<file path="src/rtl/risc_pkg.sv">
// Shared definitions for the decode stage: opcode map, ALU function codes,
// branch codes, control-word layout and the load-use hazard test.
package risc_pkg;

    localparam int OP_W = 7;
    localparam int FS_W = 4;
    localparam int BS_W = 2;
    localparam int RA_W = 5;

    localparam logic [OP_W-1:0] OP_MOVA = 7'h00;
    localparam logic [OP_W-1:0] OP_ADD  = 7'h02;
    localparam logic [OP_W-1:0] OP_SUB  = 7'h05;
    localparam logic [OP_W-1:0] OP_AND  = 7'h08;
    localparam logic [OP_W-1:0] OP_OR   = 7'h09;
    localparam logic [OP_W-1:0] OP_LD   = 7'h10;
    localparam logic [OP_W-1:0] OP_ST   = 7'h20;
    localparam logic [OP_W-1:0] OP_ADI  = 7'h42;
    localparam logic [OP_W-1:0] OP_BZ   = 7'h60;
    localparam logic [OP_W-1:0] OP_BNZ  = 7'h61;
    localparam logic [OP_W-1:0] OP_JMP  = 7'h70;

    localparam logic [FS_W-1:0] FS_MOVA = 4'h0;
    localparam logic [FS_W-1:0] FS_ADD  = 4'h2;
    localparam logic [FS_W-1:0] FS_SUB  = 4'h5;
    localparam logic [FS_W-1:0] FS_AND  = 4'h8;
    localparam logic [FS_W-1:0] FS_OR   = 4'h9;

    localparam logic [BS_W-1:0] BS_NONE = 2'b00;
    localparam logic [BS_W-1:0] BS_BZ   = 2'b01;
    localparam logic [BS_W-1:0] BS_BNZ  = 2'b10;
    localparam logic [BS_W-1:0] BS_JMP  = 2'b11;

    typedef struct packed {
        logic            cs;
        logic            mb;
        logic            rw;
        logic            md;
        logic            mw;
        logic [FS_W-1:0] fs;
        logic [BS_W-1:0] bs;
        logic            illegal;
    } ctrl_t;

    localparam ctrl_t CTRL_NOP = '0;

    typedef enum logic {
        ST_RUN    = 1'b0,
        ST_BUBBLE = 1'b1
    } ilk_state_t;

    // R0 is hardwired, so a load targeting it can never feed a consumer.
    function automatic logic loadUseHazard(
        input logic [RA_W-1:0] daHeld,
        input logic [RA_W-1:0] aaIn,
        input logic [RA_W-1:0] baIn,
        input logic            mbIn
    );
        return (daHeld != '0) && ((aaIn == daHeld) || ((baIn == daHeld) && !mbIn));
    endfunction

endpackage

</file>
<file path="src/rtl/ctrl_decoder.sv">
// Combinational opcode-to-control-word table; unknown opcodes yield a NOP
// control word with illegal set.
module ctrl_decoder
    import risc_pkg::*;
(
    input  logic [6:0] opcode,
    output logic       cs,
    output logic       mb,
    output logic       rw,
    output logic       md,
    output logic       mw,
    output logic [3:0] fs,
    output logic [1:0] bs,
    output logic       illegal
);

    ctrl_t c;

    always_comb begin
        c = CTRL_NOP;
        case (opcode)
            OP_MOVA: begin c.rw = 1'b1; c.fs = FS_MOVA; end
            OP_ADD:  begin c.rw = 1'b1; c.fs = FS_ADD;  end
            OP_SUB:  begin c.rw = 1'b1; c.fs = FS_SUB;  end
            OP_AND:  begin c.rw = 1'b1; c.fs = FS_AND;  end
            OP_OR:   begin c.rw = 1'b1; c.fs = FS_OR;   end
            OP_ADI:  begin c.cs = 1'b1; c.mb = 1'b1; c.rw = 1'b1; c.fs = FS_ADD; end
            OP_LD:   begin c.rw = 1'b1; c.md = 1'b1; c.fs = FS_MOVA; end
            OP_ST:   begin c.mw = 1'b1; c.fs = FS_MOVA; end
            // Conditional branches carry a signed offset in IM; JMP takes its target from A.
            OP_BZ:   begin c.cs = 1'b1; c.bs = BS_BZ;  c.fs = FS_MOVA; end
            OP_BNZ:  begin c.cs = 1'b1; c.bs = BS_BNZ; c.fs = FS_MOVA; end
            OP_JMP:  begin c.bs = BS_JMP; c.fs = FS_MOVA; end
            default: c.illegal = 1'b1;
        endcase
    end

    assign cs      = c.cs;
    assign mb      = c.mb;
    assign rw      = c.rw;
    assign md      = c.md;
    assign mw      = c.mw;
    assign fs      = c.fs;
    assign bs      = c.bs;
    assign illegal = c.illegal;

endmodule

</file>
<file path="src/rtl/instr_decode_stage.sv">
// Decode pipeline register with valid/ready handshake, flush and a one-bubble
// load-use interlock; 1-cycle latency, full throughput, outputs hold under backpressure.
module instr_decode_stage
    import risc_pkg::*;
#(
    parameter int DATA_W  = 32,
    parameter int RADDR_W = 5,
    parameter int IMM_W   = 15
) (
    input  logic               clk,
    input  logic               rst,
    input  logic               flush,
    input  logic               in_valid,
    output logic               in_ready,
    input  logic [DATA_W-1:0]  instr,
    input  logic [DATA_W-1:0]  pc,
    output logic               out_valid,
    input  logic               out_ready,
    output logic [DATA_W-1:0]  pc_q,
    output logic [RADDR_W-1:0] da,
    output logic [RADDR_W-1:0] aa,
    output logic [RADDR_W-1:0] ba,
    output logic [IMM_W-1:0]   im,
    output logic               cs,
    output logic               mb,
    output logic               rw,
    output logic               md,
    output logic               mw,
    output logic [3:0]         fs,
    output logic [1:0]         bs,
    output logic               illegal
);

    logic [OP_W-1:0]    opIn;
    logic [RADDR_W-1:0] daIn;
    logic [RADDR_W-1:0] aaIn;
    logic [RADDR_W-1:0] baIn;
    logic [IMM_W-1:0]   imIn;

    assign opIn = instr[DATA_W-1 -: OP_W];
    assign daIn = instr[DATA_W-OP_W-1 -: RADDR_W];
    assign aaIn = instr[DATA_W-OP_W-RADDR_W-1 -: RADDR_W];
    // BA deliberately overlaps the top of IM.
    assign baIn = instr[IMM_W-1 -: RADDR_W];
    assign imIn = instr[IMM_W-1:0];

    ctrl_t decCtrl;

    ctrl_decoder uDecoder (
        .opcode  (opIn),
        .cs      (decCtrl.cs),
        .mb      (decCtrl.mb),
        .rw      (decCtrl.rw),
        .md      (decCtrl.md),
        .mw      (decCtrl.mw),
        .fs      (decCtrl.fs),
        .bs      (decCtrl.bs),
        .illegal (decCtrl.illegal)
    );

    ilk_state_t         state;
    logic               validQ;
    logic [DATA_W-1:0]  pcQ;
    logic [RADDR_W-1:0] daQ;
    logic [RADDR_W-1:0] aaQ;
    logic [RADDR_W-1:0] baQ;
    logic [IMM_W-1:0]   imQ;
    ctrl_t              ctrlQ;

    logic leaving;
    logic canAdvance;
    logic loadHeld;
    logic stall;
    logic accept;

    assign leaving    = validQ & out_ready;
    assign canAdvance = ~validQ | out_ready;
    assign loadHeld   = validQ & ctrlQ.md & ctrlQ.rw;

    // Stall only when the load is actually departing; otherwise backpressure already blocks intake.
    assign stall = (state == ST_RUN) & in_valid & loadHeld & leaving
                 & loadUseHazard(daQ, aaIn, baIn, decCtrl.mb);

    // Flush keeps the port open so fetch can drain the wrong path; its instruction is dropped.
    assign in_ready = ~rst & (flush | (canAdvance & ~stall));
    assign accept   = in_valid & in_ready & ~flush;

    always_ff @(posedge clk or posedge rst) begin
        if (rst) begin
            state  <= ST_RUN;
            validQ <= 1'b0;
            pcQ    <= '0;
            daQ    <= '0;
            aaQ    <= '0;
            baQ    <= '0;
            imQ    <= '0;
            ctrlQ  <= CTRL_NOP;
        end else if (flush) begin
            state  <= ST_RUN;
            validQ <= 1'b0;
        end else begin
            case (state)
                ST_RUN:    if (stall) state <= ST_BUBBLE;
                ST_BUBBLE: state <= ST_RUN;
                default:   state <= ST_RUN;
            endcase

            if (accept) begin
                validQ <= 1'b1;
                pcQ    <= pc;
                daQ    <= daIn;
                aaQ    <= aaIn;
                baQ    <= baIn;
                imQ    <= imIn;
                ctrlQ  <= decCtrl;
            end else if (leaving) begin
                validQ <= 1'b0;
            end
        end
    end

    assign out_valid = validQ;
    assign pc_q      = pcQ;
    assign da        = daQ;
    assign aa        = aaQ;
    assign ba        = baQ;
    assign im        = imQ;
    assign cs        = ctrlQ.cs;
    assign mb        = ctrlQ.mb;
    assign rw        = ctrlQ.rw;
    assign md        = ctrlQ.md;
    assign mw        = ctrlQ.mw;
    assign fs        = ctrlQ.fs;
    assign bs        = ctrlQ.bs;
    assign illegal   = ctrlQ.illegal;

endmodule

</file>
<file path="config.mk">
export PLATFORM = sky130hd
export DESIGN_NAME = instr_decode_stage
export DESIGN_NICKNAME = d
export VERILOG_FILES = /design/src/rtl/risc_pkg.sv /design/src/rtl/ctrl_decoder.sv /design/src/rtl/instr_decode_stage.sv
export SDC_FILE = /design/constraint.sdc
export NUM_CORES = 1
export LEC_CHECK = 0
export ABC_AREA = 1
export CAP_MARGIN = 10
export CORE_MARGIN = 8
export CORE_UTILIZATION = 32
export CTS_BUF_LIST = sky130_fd_sc_hd__clkbuf_2 sky130_fd_sc_hd__clkbuf_4 sky130_fd_sc_hd__clkbuf_8
export DETAILED_ROUTE_END_ITERATION = 16
export GPL_ROUTABILITY_DRIVEN = 0
export GPL_TIMING_DRIVEN = 0
export SLEW_MARGIN = 20
export SYNTH_ARGS = -nofsm -noshare
export SYNTH_HDL_FRONTEND = slang
export SYNTH_SLANG_ARGS = --single-unit
</file>
<file path="constraint.sdc">
create_clock -name clk -period 3.2 [get_ports clk]
set_input_delay 0.48 -clock clk [delete_from_list [all_inputs] [get_ports clk]]
set_output_delay 0.48 -clock clk [all_outputs]
set_load 0.02 [all_outputs]
</file>
==> flow_results.xml <==
<?xml version="1.0" encoding="UTF-8"?>
<metrics>
  <group name="cts">
    <metric name="clock_tree.htree_level_count" unit="">3</metric>
    <metric name="cts_post_setup_buffers_inserted" unit="">0</metric>
    <metric name="worst_setup_hold_path_clk_slew" unit="ns">0.08</metric>
    <metric name="clk_root_buffer_cell" unit="">sky130_fd_sc_hd__clkbuf_8</metric>
    <metric name="cts-buffers-inserted" unit="">9</metric>
    <metric name="clock_latency" unit="ns">0.34</metric>
    <metric name="tritoncts" unit="">done</metric>
    <metric name="numClockSinks" unit="">71</metric>
    <metric name="cts-root-to-sink-buffers" unit="">2</metric>
  </group>
  <group name="global_routing">
    <metric name="grt_antenna_before_repair" unit="">0</metric>
    <metric name="globalRouteTotalUtil" unit="">0.1582</metric>
    <metric name="grt_max_degree" unit="">57</metric>
    <metric name="global_route_wire_length_before_repair" unit="um">18320</metric>
    <metric name="global_route.overflow_total" unit="">0</metric>
    <metric name="first_global_vias" unit="">3436</metric>
  </group>
  <group name="worst_setup_path">
    <metric name="timing.critical_path.slowest_cell_delay" unit="ns">0.45</metric>
    <metric name="most_used_cell_along_the_critical_path" unit="">sky130_fd_sc_hd__nand2_1</metric>
    <metric name="critPathArrivalTime" unit="ns">2.51</metric>
    <metric name="crit_path_cell_trace" unit="">clkdlybuf4s50_1, nor2_2, nand2_1, nor2_4, nor2_1, nand2_1, nand2_1, nand2_4, buf_2, inv_1, nor2_1, dlygate4sd2_1</metric>
    <metric name="cp_top_family" unit="">buffers and inverters</metric>
    <metric name="timing.critical_path.required" unit="ns">2.72</metric>
    <metric name="critical_path_depth" unit="">12</metric>
    <metric name="cp_startpoint_kind" unit="">input pin</metric>
    <metric name="crit_buf_inv" unit="">4</metric>
    <metric name="endpoint_kind" unit="">output port</metric>
    <metric name="path_max_fanout" unit="">10</metric>
    <metric name="timing_worst_setup_path_type" unit="">in -&gt; out</metric>
    <metric name="r2r.worst_path.cells" unit="">9</metric>
    <metric name="cp_slowest_cell" unit="">sky130_fd_sc_hd__clkdlybuf4s50_1</metric>
  </group>
  <group name="die">
    <metric name="die-width" unit="um">119.1</metric>
    <metric name="core" unit="sq um">10320</metric>
    <metric name="floorplan.io_pins" unit="">145</metric>
    <metric name="die-area" unit="sq um">14180</metric>
    <metric name="start_util" unit="">0.3293</metric>
    <metric name="count_of_standard_cell_rows" unit="">37</metric>
    <metric name="die_height" unit="um">119.1</metric>
  </group>
  <group name="synthesis">
    <metric name="ys_ff_latch" unit="">71</metric>
    <metric name="count_of_distinct_cell_types_in_the_synthesized_netlist" unit="">21</metric>
    <metric name="synthesis.instances" unit="">411</metric>
    <metric name="synth_area" unit="sq um">3400</metric>
    <metric name="synth_enable_flop_cells" unit="">0</metric>
    <metric name="post_synth_main_area_contributors" unit="">sky130_fd_sc_hd__dfrtp_1 52%, sky130_fd_sc_hd__nand2_1 18%, sky130_fd_sc_hd__nand4_1 13%</metric>
    <metric name="synthDominantCellAreaShare" unit="">0.5226</metric>
    <metric name="yosys_warnings" unit="">0</metric>
    <metric name="synthDominantAreaCellType" unit="">sky130_fd_sc_hd__dfrtp_1</metric>
    <metric name="async_reset_ff_frac" unit="">1.000</metric>
    <metric name="count_leader_synth" unit="">sky130_fd_sc_hd__nand2_1</metric>
    <metric name="syn_avg_cell_area" unit="sq um">8.271</metric>
    <metric name="synth_seq_area_share" unit="">0.5226</metric>
    <metric name="yosys-top-cells-count" unit="">164 x sky130_fd_sc_hd__nand2_1, 71 x sky130_fd_sc_hd__dfrtp_1, 70 x sky130_fd_sc_hd__nand4_1</metric>
    <metric name="postSynthNetCount" unit="">480</metric>
    <metric name="synth-main-ff-cell" unit="">sky130_fd_sc_hd__dfrtp_1</metric>
  </group>
  <group name="sta">
    <metric name="timing.clock.skew" unit="ns">0.01376</metric>
    <metric name="tightest_slew" unit="ns">0.6880</metric>
    <metric name="timing.final.crit_period" unit="ns">2.989</metric>
    <metric name="timing.final.setup_violations" unit="">0</metric>
    <metric name="slew-limit-headroom" unit="">0.5396</metric>
    <metric name="tns" unit="ns">0</metric>
    <metric name="postLayoutSetupSlackWorst" unit="ns">0.2113</metric>
    <metric name="finalHoldViolCount" unit="">0</metric>
    <metric name="timing.final.crit_share" unit="">0.9340</metric>
    <metric name="timing.final.max_slew_violations" unit="">0</metric>
    <metric name="setup_repair_after_global_routing_missed_its_margin" unit="">no</metric>
    <metric name="maxClockFrequency" unit="GHz">0.3346</metric>
  </group>
  <group name="final_layout">
    <metric name="multi_input_combinational_cell_area" unit="sq um">1330</metric>
    <metric name="drive_above_1_share" unit="">0.08042</metric>
    <metric name="antennaDiodeCount" unit="">0</metric>
    <metric name="final.fill_count" unit="">965</metric>
    <metric name="finish.net_count" unit="">636</metric>
    <metric name="area_growth_syn_to_layout" unit="%">54.91</metric>
    <metric name="sequential_cell_area" unit="sq um">1777</metric>
  </group>
  <group name="power">
    <metric name="post_layout_total_power" unit="mW">2.771</metric>
    <metric name="power.leakage" unit="nW">2.587</metric>
    <metric name="powerDensity" unit="nW/um^2">526.2</metric>
    <metric name="vdd.ir_drop.worst" unit="V">0.0001991</metric>
  </group>
  <group name="placed_design">
    <metric name="place_hpwl" unit="um">8458</metric>
    <metric name="dpl_worst_slack" unit="ns">-0.1541</metric>
    <metric name="io_buffer_count" unit="">144</metric>
  </group>
  <group name="drt">
    <metric name="antenna_left" unit="">0</metric>
    <metric name="route.final.wire_length" unit="um">11180</metric>
    <metric name="initialDrtViolationCount" unit="">217</metric>
    <metric name="route.vias.total" unit="">3311</metric>
    <metric name="route.detailed.wl_per_inst" unit="um">15.79</metric>
    <metric name="vias_per_cell" unit="">4.677</metric>
    <metric name="drc_errors" unit="">0</metric>
    <metric name="drt_pass1_iterations" unit="">4</metric>
  </group>
  <group name="run_status">
    <metric name="status" unit="">finished clean</metric>
  </group>
  <group name="worst_hold_path">
    <metric name="holdCritPathClass" unit="">in -&gt; async</metric>
  </group>
  <group name="flow_run">
    <metric name="cap_violations" unit="">0</metric>
  </group>
</metrics>
[cells by family after synthesis]
| family | share of synthesized area |
|---|---|
| AO/OA/AOI/OAI | 0.006992 |
| XOR/XNOR | 0.02061 |
| flip-flops | 0.5226 |
| AND/OR/NAND/NOR | 0.3622 |
| buffers and inverters | 0.08760 |
[through the flow]
step,instances,area (sq um),hold slack [ns],utilization
floorplan,411,3400,0.5767,-
global placement,691,5011,0.4538,0.4854
detailed placement,692,5041,0.4581,0.4883
CTS,708,5261,0.4390,0.5096
global route,708,5266,0.4496,0.5101
finish,708,5266,0.4348,0.5101
[final cells by class]
type | count | share of cell area
timing repair buffer | 145 | 0.2787
tap | 136 | 0.03231
sequential | 71 | 0.3374
clock inverter | 5 | 0.01568
multi-input combinational | 283 | 0.2526
clock buffer | 11 | 0.02637
inverter | 24 | 0.01758
buffer | 33 | 0.03944
[repair_timing]
item	CTS	global route
endpoints found under the hold margin	0	0
hold buffers	0	0
gates resized for setup	1	1
endpoints found under the setup margin	1	1
[flip-flops by register name (all words and copies together), names as in the netlist]
name and count:
mb 1, ba 5, im 10, rw 1
aa 5, pc_q 32, bs 2, state 1
da 5, out_valid 1, cs 1, fs 4
md 1, mw 1, illegal 1
[where the power goes]
part	switching [mW]	leakage (nW)	total (mW)	internal, mW
clock network	0.347	0.114	0.806	0.459
registers	0.0876	0.902	1.12	1.03
logic	0.433	1.57	0.850	0.417
total	0.868	2.59	2.77	1.90
[worst register-to-register path: cells and delay by family (launching register included)]
kind / cells / cell delay (ns)
and+or+nand+nor: 5 / 0.40
buffers and inverters: 4 / 0.93
DFF: 1 / 0.39
[per-layer routing]
| layer | vias to the layer above | routed length [um] | global-route usage |
|---|---|---|---|
| li1 | 1663 | - | - |
| met2 | 92 | 5259 | 0.2547 |
| met5 | - | 0 | 0 |
| met4 | 0 | 117 | 0.04901 |
| met1 | 1547 | 5204 | 0.2036 |
| met3 | 9 | 596 | 0.04062 |
[cells in the final DEF (no fill, tap or decap)]
cell type                         count
sky130_fd_sc_hd__a21oi_1              2
sky130_fd_sc_hd__a31o_2               1
sky130_fd_sc_hd__buf_1                1
sky130_fd_sc_hd__buf_16               1
sky130_fd_sc_hd__buf_2               10
sky130_fd_sc_hd__buf_4                5
sky130_fd_sc_hd__buf_6                7
sky130_fd_sc_hd__bufinv_16            2
sky130_fd_sc_hd__clkbuf_1            10
sky130_fd_sc_hd__clkbuf_4             2
sky130_fd_sc_hd__clkbuf_8             9
sky130_fd_sc_hd__clkdlybuf4s50_1    143
sky130_fd_sc_hd__clkinv_2             1
sky130_fd_sc_hd__clkinv_4             2
sky130_fd_sc_hd__dfrtp_1             71
sky130_fd_sc_hd__dlygate4sd2_1        1
sky130_fd_sc_hd__inv_1               22
sky130_fd_sc_hd__inv_2                1
sky130_fd_sc_hd__inv_4                1
sky130_fd_sc_hd__nand2_1            164
sky130_fd_sc_hd__nand2_4              1
sky130_fd_sc_hd__nand3_1              6
sky130_fd_sc_hd__nand3_4              1
sky130_fd_sc_hd__nand4_1             70
sky130_fd_sc_hd__nor2_1              23
sky130_fd_sc_hd__nor2_2               1
sky130_fd_sc_hd__nor2_4               1
sky130_fd_sc_hd__nor3_1               4
sky130_fd_sc_hd__o21ai_0              1
sky130_fd_sc_hd__xnor2_1              4
sky130_fd_sc_hd__xor2_1               4
[worst paths after layout]
check / from / endpoint / slack, ns
worst max-delay path: instr[27] / in_ready / 0.21
worst min-delay path: rst / pc_q[23]$_DFFE_PP0P_ / 0.43
worst max register to register: out_valid$_DFFE_PP0P_ / mb$_DFFE_PP0P_ / 1.41
worst min register to register: pc_q[29]$_DFFE_PP0P_ / pc_q[29]$_DFFE_PP0P_ / 0.47
max in group asynchronous: rst / rw$_DFFE_PP0P_ / 2.20
min in group clk: pc_q[29]$_DFFE_PP0P_ / pc_q[29]$_DFFE_PP0P_ / 0.47
Power figures use the tool's default switching activity.
